## config.mk

```make
export PLATFORM = sky130hd
export DESIGN_NAME = f_mult_round
export DESIGN_NICKNAME = d
export VERILOG_FILES = /design/src/rtl/f_mult_round.sv
export SDC_FILE = /design/constraint.sdc
export NUM_CORES = 1
export LEC_CHECK = 0
export ABC_CLOCK_PERIOD_IN_PS = 4300
export BUFFER_PORTS_ARGS = -buffer_cell sky130_fd_sc_hd__buf_4
export CAP_MARGIN = 40
export CORE_ASPECT_RATIO = 0.7
export CORE_MARGIN = 8
export CORE_UTILIZATION = 59
export DETAILED_ROUTE_END_ITERATION = 12
export PLACE_DENSITY = 0.86
export SETUP_SLACK_MARGIN = 0.3
export SLEW_MARGIN = 20
export SYNTH_ARGS = -nofsm -noshare
export SYNTH_HDL_FRONTEND = slang
export SYNTH_SLANG_ARGS = --single-unit
```

## constraint.sdc

```tcl
create_clock -name clk -period 4.3 [get_ports clk]
set_clock_uncertainty 0.1 [all_clocks]
set_input_delay 0.645 -clock clk [delete_from_list [all_inputs] [get_ports clk]]
set_output_delay 0.645 -clock clk [all_outputs]
set_load 0.005 [all_outputs]
```

## src/rtl/f_mult_round.sv

```systemverilog
// rtl/f_mult_round.sv - binary32 multiplier back end: normalize, round and pack a raw significand product
//
// Two register stages: S1 normalizes the 48-bit product (including subnormal
// denormalization), S2 rounds, detects overflow, packs and holds the result.
// Ports:
//   clk, rst                 clock, asynchronous active-high reset
//   in_valid/in_ready        input handshake
//   in_sign, in_exp, in_mant product sign, biased exponent sum (10-bit two's
//                            complement), raw 24x24 significand product
//   in_class, in_nv, in_rm   operand class, invalid flag, rounding mode
//   out_valid/out_ready      output handshake
//   y, flags                 packed binary32 result, {NV,DZ,OF,UF,NX}
module f_mult_round (
    input  logic        clk,
    input  logic        rst,
    input  logic        in_valid,
    output logic        in_ready,
    input  logic        in_sign,
    input  logic [9:0]  in_exp,
    input  logic [47:0] in_mant,
    input  logic [1:0]  in_class,
    input  logic        in_nv,
    input  logic [2:0]  in_rm,
    output logic        out_valid,
    input  logic        out_ready,
    output logic [31:0] y,
    output logic [4:0]  flags
);

    localparam logic [1:0] CLS_ZERO = 2'b01;
    localparam logic [1:0] CLS_INF  = 2'b10;
    localparam logic [1:0] CLS_NAN  = 2'b11;

    localparam logic [2:0] RM_RTZ = 3'b001;
    localparam logic [2:0] RM_RDN = 3'b010;
    localparam logic [2:0] RM_RUP = 3'b011;
    localparam logic [2:0] RM_RMM = 3'b100;

    // S1 registers
    logic               s1_valid;
    logic               s1_sign;
    logic [2:0]         s1_rm;
    logic [1:0]         s1_class;
    logic               s1_nv;
    logic [23:0]        s1_sig;
    logic               s1_g;
    logic               s1_s;
    logic signed [10:0] s1_exp;
    logic               s1_tiny;

    // Normalize (combinational, feeds S1)
    logic signed [10:0] n_exp;
    logic signed [10:0] sh_amt;
    logic [23:0]        n_sig;
    logic               n_g;
    logic               n_s;
    logic [49:0]        ext;
    logic [23:0]        d_sig;
    logic               d_g;
    logic               d_s;
    logic signed [10:0] d_exp;
    logic               d_tiny;

    // Round/pack (combinational, feeds S2)
    logic               inc;
    logic [24:0]        sum;
    logic signed [10:0] r_exp;
    logic [22:0]        r_frac;
    logic               inexact;
    logic               ovf;
    logic               ovf_inf;
    logic [31:0]        r_y;
    logic [4:0]         r_flags;

    logic               s2_load;

    assign s2_load  = !out_valid || out_ready;
    assign in_ready = !s1_valid || s2_load;

    always_comb begin
        n_sig  = '0;
        n_g    = 1'b0;
        n_s    = 1'b0;
        n_exp  = '0;
        sh_amt = '0;
        ext    = '0;
        d_sig  = '0;
        d_g    = 1'b0;
        d_s    = 1'b0;
        d_exp  = '0;
        d_tiny = 1'b0;

        // Leading one is at bit 47 or 46; bit 47 means the product is in [2,4).
        if (in_mant[47]) begin
            n_sig = in_mant[47:24];
            n_g   = in_mant[23];
            n_s   = |in_mant[22:0];
            n_exp = $signed({in_exp[9], in_exp}) + 11'sd1;
        end else begin
            n_sig = in_mant[46:23];
            n_g   = in_mant[22];
            n_s   = |in_mant[21:0];
            n_exp = $signed({in_exp[9], in_exp});
        end

        sh_amt = 11'sd1 - n_exp;

        if (n_exp <= 11'sd0) begin
            d_tiny = 1'b1;
            d_exp  = '0;
            if (sh_amt > 11'sd25) begin
                d_sig = '0;
                d_g   = 1'b0;
                d_s   = 1'b1;
            end else begin
                // Shift {sig,guard} into a 25-bit catch area; anything that
                // lands below the guard position is folded into sticky.
                ext   = {n_sig, n_g, 25'b0} >> sh_amt[4:0];
                d_sig = ext[49:26];
                d_g   = ext[25];
                d_s   = n_s | (|ext[24:0]);
            end
        end else begin
            d_sig = n_sig;
            d_g   = n_g;
            d_s   = n_s;
            d_exp = n_exp;
        end
    end

    always_comb begin
        inc     = 1'b0;
        sum     = '0;
        r_exp   = '0;
        r_frac  = '0;
        inexact = 1'b0;
        ovf     = 1'b0;
        ovf_inf = 1'b0;
        r_y     = '0;
        r_flags = '0;

        case (s1_rm)
            RM_RTZ:  inc = 1'b0;
            RM_RDN:  inc = (s1_g | s1_s) & s1_sign;
            RM_RUP:  inc = (s1_g | s1_s) & !s1_sign;
            RM_RMM:  inc = s1_g;
            default: inc = s1_g & (s1_s | s1_sig[0]);
        endcase

        sum = {1'b0, s1_sig} + {24'b0, inc};

        // Carry-out renormalizes to 1.0 x 2^(e+1); a subnormal that rounds up
        // into the hidden-bit position becomes the smallest normal.
        if (sum[24]) begin
            r_exp  = s1_exp + 11'sd1;
            r_frac = '0;
        end else if (s1_exp == 11'sd0 && sum[23]) begin
            r_exp  = 11'sd1;
            r_frac = sum[22:0];
        end else begin
            r_exp  = s1_exp;
            r_frac = sum[22:0];
        end

        inexact = s1_g | s1_s;
        ovf     = r_exp >= 11'sd255;

        case (s1_rm)
            RM_RTZ:  ovf_inf = 1'b0;
            RM_RDN:  ovf_inf = s1_sign;
            RM_RUP:  ovf_inf = !s1_sign;
            default: ovf_inf = 1'b1;
        endcase

        case (s1_class)
            CLS_ZERO: begin
                r_y     = {s1_sign, 31'b0};
                r_flags = {s1_nv, 4'b0};
            end
            CLS_INF: begin
                r_y     = {s1_sign, 8'hFF, 23'b0};
                r_flags = {s1_nv, 4'b0};
            end
            CLS_NAN: begin
                r_y     = 32'h7FC0_0000;
                r_flags = {s1_nv, 4'b0};
            end
            default: begin
                if (ovf) begin
                    r_y     = ovf_inf ? {s1_sign, 8'hFF, 23'b0} : {s1_sign, 8'hFE, 23'h7FFFFF};
                    r_flags = {s1_nv, 1'b0, 1'b1, 1'b0, 1'b1};
                end else begin
                    r_y     = {s1_sign, r_exp[7:0], r_frac};
                    r_flags = {s1_nv, 1'b0, 1'b0, s1_tiny & inexact, inexact};
                end
            end
        endcase
    end

    always_ff @(posedge clk or posedge rst) begin
        if (rst) begin
            s1_valid  <= 1'b0;
            s1_sign   <= 1'b0;
            s1_rm     <= '0;
            s1_class  <= '0;
            s1_nv     <= 1'b0;
            s1_sig    <= '0;
            s1_g      <= 1'b0;
            s1_s      <= 1'b0;
            s1_exp    <= '0;
            s1_tiny   <= 1'b0;
            out_valid <= 1'b0;
            y         <= '0;
            flags     <= '0;
        end else begin
            if (s2_load) begin
                out_valid <= s1_valid;
                if (s1_valid) begin
                    y     <= r_y;
                    flags <= r_flags;
                end
            end
            if (in_ready) begin
                s1_valid <= in_valid;
                if (in_valid) begin
                    s1_sign  <= in_sign;
                    s1_rm    <= in_rm;
                    s1_class <= in_class;
                    s1_nv    <= in_nv;
                    s1_sig   <= d_sig;
                    s1_g     <= d_g;
                    s1_s     <= d_s;
                    s1_exp   <= d_exp;
                    s1_tiny  <= d_tiny;
                end
            end
        end
    end

endmodule

```

### Yosys cells after proc, flatten, opt, wreduce, memory -nomap -nowiden

Cells that the tools add are included.

| storage, ports and cells | value |
|---|---|
| register bits | 84 |
| input port bits | 69 |

| cells by class | value |
|---|---|
| add/subtract/negate cells | 4 |
| order comparisons | 3 |
| eq/ne operators | 7 |
| shift-type cells | 1 |
| multiplexer cells | 22 |
| bitwise gates (word level) | 7 |
| reduce and logical (&&, ||, !) cells | 13 |

Operator list:

| cell | number |
|---|---|
| 24-bit two-way mux | 4 |
| 32-bit case mux with 3 select lines | 1 |
| 50-bit by 5-bit right shift with 50-bit output | 1 |
| 11-bit two-way mux | 4 |
| 31-bit two-way mux | 1 |
| 24-bit by 1-bit adder with 25-bit output | 1 |
| 25-bit OR reduction | 1 |
| 23-bit two-way mux | 1 |
| 23-bit OR reduction | 1 |
| 22-bit OR reduction | 1 |
| 10-bit by 2-bit adder with 11-bit output, second input constant | 1 |
| 11-bit by 2-bit adder with 11-bit output, second input constant | 1 |
| 11-bit by 9-bit greater-or-equal comparator with 1-bit output, second input constant | 1 |
| 11-bit by 6-bit greater-than comparator with 1-bit output, second input constant | 1 |
| 11-bit by 1-bit less-or-equal comparator with 1-bit output, second input constant | 1 |
| 11-bit zero test | 1 |
| 2-bit by 11-bit subtractor with 11-bit output, first input constant | 1 |
| 1-bit two-way mux | 7 |
| 3-bit by 2-bit equality test with 1-bit output, second input constant | 2 |
| 3-bit two-way mux | 2 |
| 1-bit AND | 4 |
| 2-bit equality test, second input constant | 2 |
| 1-bit case mux with 4 select lines | 1 |
| 2-bit AND reduction | 2 |
| 9 further kinds | 14 |

### Logic depth before layout (Yosys ltp)

| depth | value |
|---|---|
| word-level depth | 10 |
| gate-level depth with buffers | 18 |

### Least setup slack after synthesis

No wires, ideal clock.

| path | value |
|---|---|
| path kind | in2reg |
| start point | input port in_mant[47] |
| end point | register s1_sig[1] |
| library setup time | 71 ps |
| arrival time | 4479 ps |
| required time | 4129 ps |
| slack | -350 ps |
| stages | 17 |
| buffers on the path | 9 |
| path through | buf_2 > buf_2 > buf_2 > buf_2 > clkbuf_1 > clkbuf_1 > nand2_1 > xor2_1 > ha_1 > clkbuf_1 > clkinv_1 > clkbuf_1 > clkbuf_1 > mux4_2 > o22ai_1 > a21oi_1 > nor2_1 |

| between the ends | value |
|---|---|
| cells in the longest elaborated chain, start to end | 5 |
| elaborated cells on any way between the ends | 9 |

Ends and longest elaborated chain:

| what | RTL line | RTL |
|---|---|---|
| start: declaration | 20 | `input logic [47:0] in_mant,` |
| 11-bit two-way mux | 94 | `if (in_mant[47]) begin` |
| 2-bit by 11-bit subtractor with 11-bit output | 106 | `sh_amt = 11'sd1 - n_exp;` |
| 11-bit by 6-bit greater-than comparator with 1-bit output or 50-bit by 5-bit right shift with 50-bit output (tied branches) | 111, 118 |  |
| 24-bit two-way mux | 111 | `if (sh_amt > 11'sd25) begin` |
| 24-bit two-way mux (*) | 108 | `if (n_exp <= 11'sd0) begin` |
| end signal: assignment | 230 | `s1_sig <= d_sig;` |
| end: declaration | 45 | `logic [23:0] s1_sig;` |

Every way passes the cells marked *; elsewhere a longest branch is shown, timed or not.
A chain may end at the register's enable or synchronous reset.

### Worst setup path after layout

| path | value |
|---|---|
| start point | register s1_rm[1] |
| end point | register y[22] |

| between the ends | value |
|---|---|
| cells in the longest elaborated chain, start to end | 9 |
| elaborated cells on any way between the ends | 15 |

Ends and longest elaborated chain:

| what | RTL line | RTL |
|---|---|---|
| start: declaration | 42 | `logic [2:0] s1_rm;` |
| start signal: assignment | 227 | `s1_rm <= in_rm;` |
| 3-bit equality test (tied with other cells) | 142 | `case (s1_rm)` |
| 1-bit case mux with 4 select lines | 142 |  |
| 24-bit by 1-bit adder with 25-bit output | 150 | `sum = {1'b0, s1_sig} + {24'b0, inc};` |
| 1-bit logical AND | 157 | `end else if (s1_exp == 11'sd0 && sum[23]) begin` |
| 11-bit two-way mux | 157 |  |
| 11-bit two-way mux | 154 | `if (sum[24]) begin` |
| 11-bit by 9-bit greater-or-equal comparator with 1-bit output | 166 | `ovf = r_exp >= 11'sd255;` |
| 31-bit two-way mux (*) | 189 | `if (ovf) begin` |
| 32-bit case mux with 3 select lines (*) | 175 | `case (s1_class)` |
| end signal: assignment | 219 | `y <= r_y;` |
| end: declaration | 26 | `output logic [31:0] y,` |

Marks and branches as above.

==> flow_metrics.tcl <==
set metrics [dict create \
    drive_gt1_share_pct 21.3 \
    grt_max_degree 77 \
    dr.pass1.iters 5 \
    clkTransAtPathRegs_ns 0.06 \
    antenna_found_initial 0 \
    slew_headroom_pct 50.1 \
    synthDistinctLibCells 84 \
    worst_pin_slew_ns 0.743 \
    antenna_cells 0 \
    place_congestion 0.997 \
    placed_area_um2 8070 \
    synth_area_leaders "dfrtp_1 29%, nand2_1 6.9%, mux2i_1 4.2%" \
    vias 7502 \
    start_util_pct 60.9 \
    rows 33 \
    worstPathArrival_ns 3.96 \
    dpl.hpwl_um 17700 \
    syn_area_per_cell_um2 8.01 \
    wl_um 23600 \
    synthCells 898 \
    grtUsageTotal_pct 28.6 \
    die_area_um2 16000 \
    yosysMostFrequentCell "nand2_1" \
    insertion_delay_ns 0.34 \
    power_leakage_nw 3.60 \
    outcome "completed" \
    ys_warn_count 0 \
    utilization_pct 71.2 \
    die_h_um 108 \
    irDropWorstVdd_v 0.000253 \
    yosysSeqAreaShare_pct 28.9 \
    cp_max_fo 23 \
    wl_per_cell_um 20.7 \
    async_flop_share_pct 100 \
    crit_type "reg2reg" \
    ys_ff_latch 83 \
    grt_pass1_wl_um 37500 \
    io_pins 108 \
    remaining_drc_errors 0 \
    htreeDepth 3 \
    fin_crit_ns 3.83 \
    clock_path_buffers 2 \
    end_kind "flip-flop" \
    setup_violations 0 \
    finalInstanceArea_um2 8410 \
    critical_path.startpoint_type "flip-flop" \
    yosysTopAreaCell "dfrtp_1" \
    nNetsFinal 1054 \
    cts-buffers-inserted 9 \
    netlist_area_um2 7190 \
    drt_iter0_drc 1058 \
    io_buffers 106 \
    worstPathRequired_ns 4.43 \
    avgViaCountPerCell 6.58 \
    die_w_um 148 \
    cts_tree "yes" \
    dp_slack_ns 0.237 \
    nFillCells 970 \
    grt_pass1_vias 6973 \
    synth_top_area_share_pct 28.9 \
    clockRootBuffer "clkbuf_16" \
    finalWorstSetupSlack_ns 0.469 \
    grt_overflow 0 \
    synth_edf_count 0 \
    fmax_mhz 261 \
    ctsHoldBuffers 0 \
    timing.max_cap.violations 0 \
    period_share_pct 89.1 \
    min_path_type "in2async" \
    area_growth_pct 16.9 \
    syn-num-nets 974 \
    powerDensity_nw_per_um2 339 \
    detail-route-antenna-nets 0 \
    rsz0062_at_grt "true" \
    finalSetupTns_ns 0 \
    power.total_w 0.00285 \
    hold_violations 0 \
    synthFlopType "dfrtp_1" \
    drv_slew 0 \
    synth_common_cells "133 x nand2_1, 83 x dfrtp_1, 76 x nor2_1" \
    core-area_um2 11800 \
    clock_sinks 83 \
]
[final cells by class]
class	instances	area (um2)	share of cell area, %
Sequential cell	83	2080	24.7
Multi-Input combinational cell	728	4730	56.3
Clock inverter	7	52.6	0.625
Inverter	21	81.3	0.967
Tap cell	157	196	2.34
Timing Repair Buffer	135	1050	12.4
Clock buffer	9	225	2.68
[logic make-up (layout without fill, tap and decap cells)]
kind of cell               Yosys count  in the layout  synth area share [%]
AOI/OAI and AO/OA                  259            259                  25.7
other                                1              1                0.0521
DFF                                 83             83                  28.9
xor gates and xnor gates            40             40                  5.18
muxes                               47             47                  7.81
adders and majority gates            7              7                  1.22
and+or+nand+nor                    373            374                  25.6
buffers and inverters               88            172                  5.53
[critical path: stages, from the launching register on]
cell and delay, ns:
dfrtp_1 0.38, nor2b_1 0.20, xnor2_1 0.13, nor2_1 0.06, nor2_1 0.12, ha_1 0.20
ha_1 0.21, nand3_2 0.19, nor3_4 0.27, nand4_1 0.15, mux2_1 0.36, or4_4 0.55
o21ai_2 0.24, a21oi_4 0.21, a221o_1 0.33
[state kept, by name (all words and copies together) (netlist names)]
register	cells
s1_sig	24
s1_g	1
s1_nv	1
s1_s	1
s1_sign	1
s1_rm	3
out_valid	1
s1_valid	1
flags	4
s1_exp	11
y	32
s1_tiny	1
s1_class	2
[power breakdown]
part           switching [W]  internal (W)  leakage (nW)
combinational       0.000602      0.000487          2.43
clock               0.000334      0.000393         0.124
sequential          0.000130      0.000906          1.05
[worst paths after layout]
path | start | to | slack (ns) | cells after the start
max reg2reg | s1_rm[1] | y[22] | 0.47 | 14
min reg2reg | y[31] | y[31] | 0.38 | 2
min in group clk | y[31] | y[31] | 0.38 | 2
max | s1_rm[1] | y[22] | 0.47 | 14
min | rst | out_valid | 0.15 | 2
max in group asynchronous | rst | s1_exp[3] | 3.13 | 3
[placed cells by master (no fill, tap or decap), drive strengths merged, types with 6 or more instances in the layout]
master | netlist | layout
nand2 | 133 | 133
clkbuf | 30 | 9
mux2 | 10 | 10
a211oi | 16 | 16
or2 | 6 | 6
a31oi | 22 | 22
ha | 7 | 7
o22ai | 10 | 10
a221o | 9 | 9
nor4 | 10 | 10
o21ai | 48 | 48
a22o | 25 | 25
o31ai | 12 | 12
mux4 | 6 | 6
nand4 | 15 | 15
a21oi | 47 | 47
dfrtp | 83 | 83
xnor2 | 24 | 24
and3 | 8 | 8
a31o | 12 | 12
a2bb2oi | 6 | 6
nor3 | 30 | 31
nand2b | 27 | 27
mux2i | 31 | 31
inv | 20 | 20
nor2 | 76 | 76
buf | 37 | 135
xor2 | 15 | 15
nand3 | 25 | 25
and2 | 8 | 8
[through the flow]
stage               hold WS, ns  std cells
finish                    0.152       1140
global route              0.172       1140
CTS                       0.342       1134
detailed placement        0.367       1118
global placement          0.362       1117
floorplan                 0.339        898
[routing by layer]
metal  global-route usage, %  vias up  wire length [um]
met5                       0        -                 0
met2                    42.1      457             10100
met1                    41.0     3519             10300
met3                    7.84       43              2750
met4                    6.31        0               410
li1                        -     3483                 -
[repair_timing]
item / CTS / global route
pin swaps: 0 / 1
cloned: 0 / 1
gates resized for setup: 1 / 0
setup endpoints to repair: 10 / 32
setup buffers: 0 / 4
No activity file was read; power rests on OpenSTA's default activity.
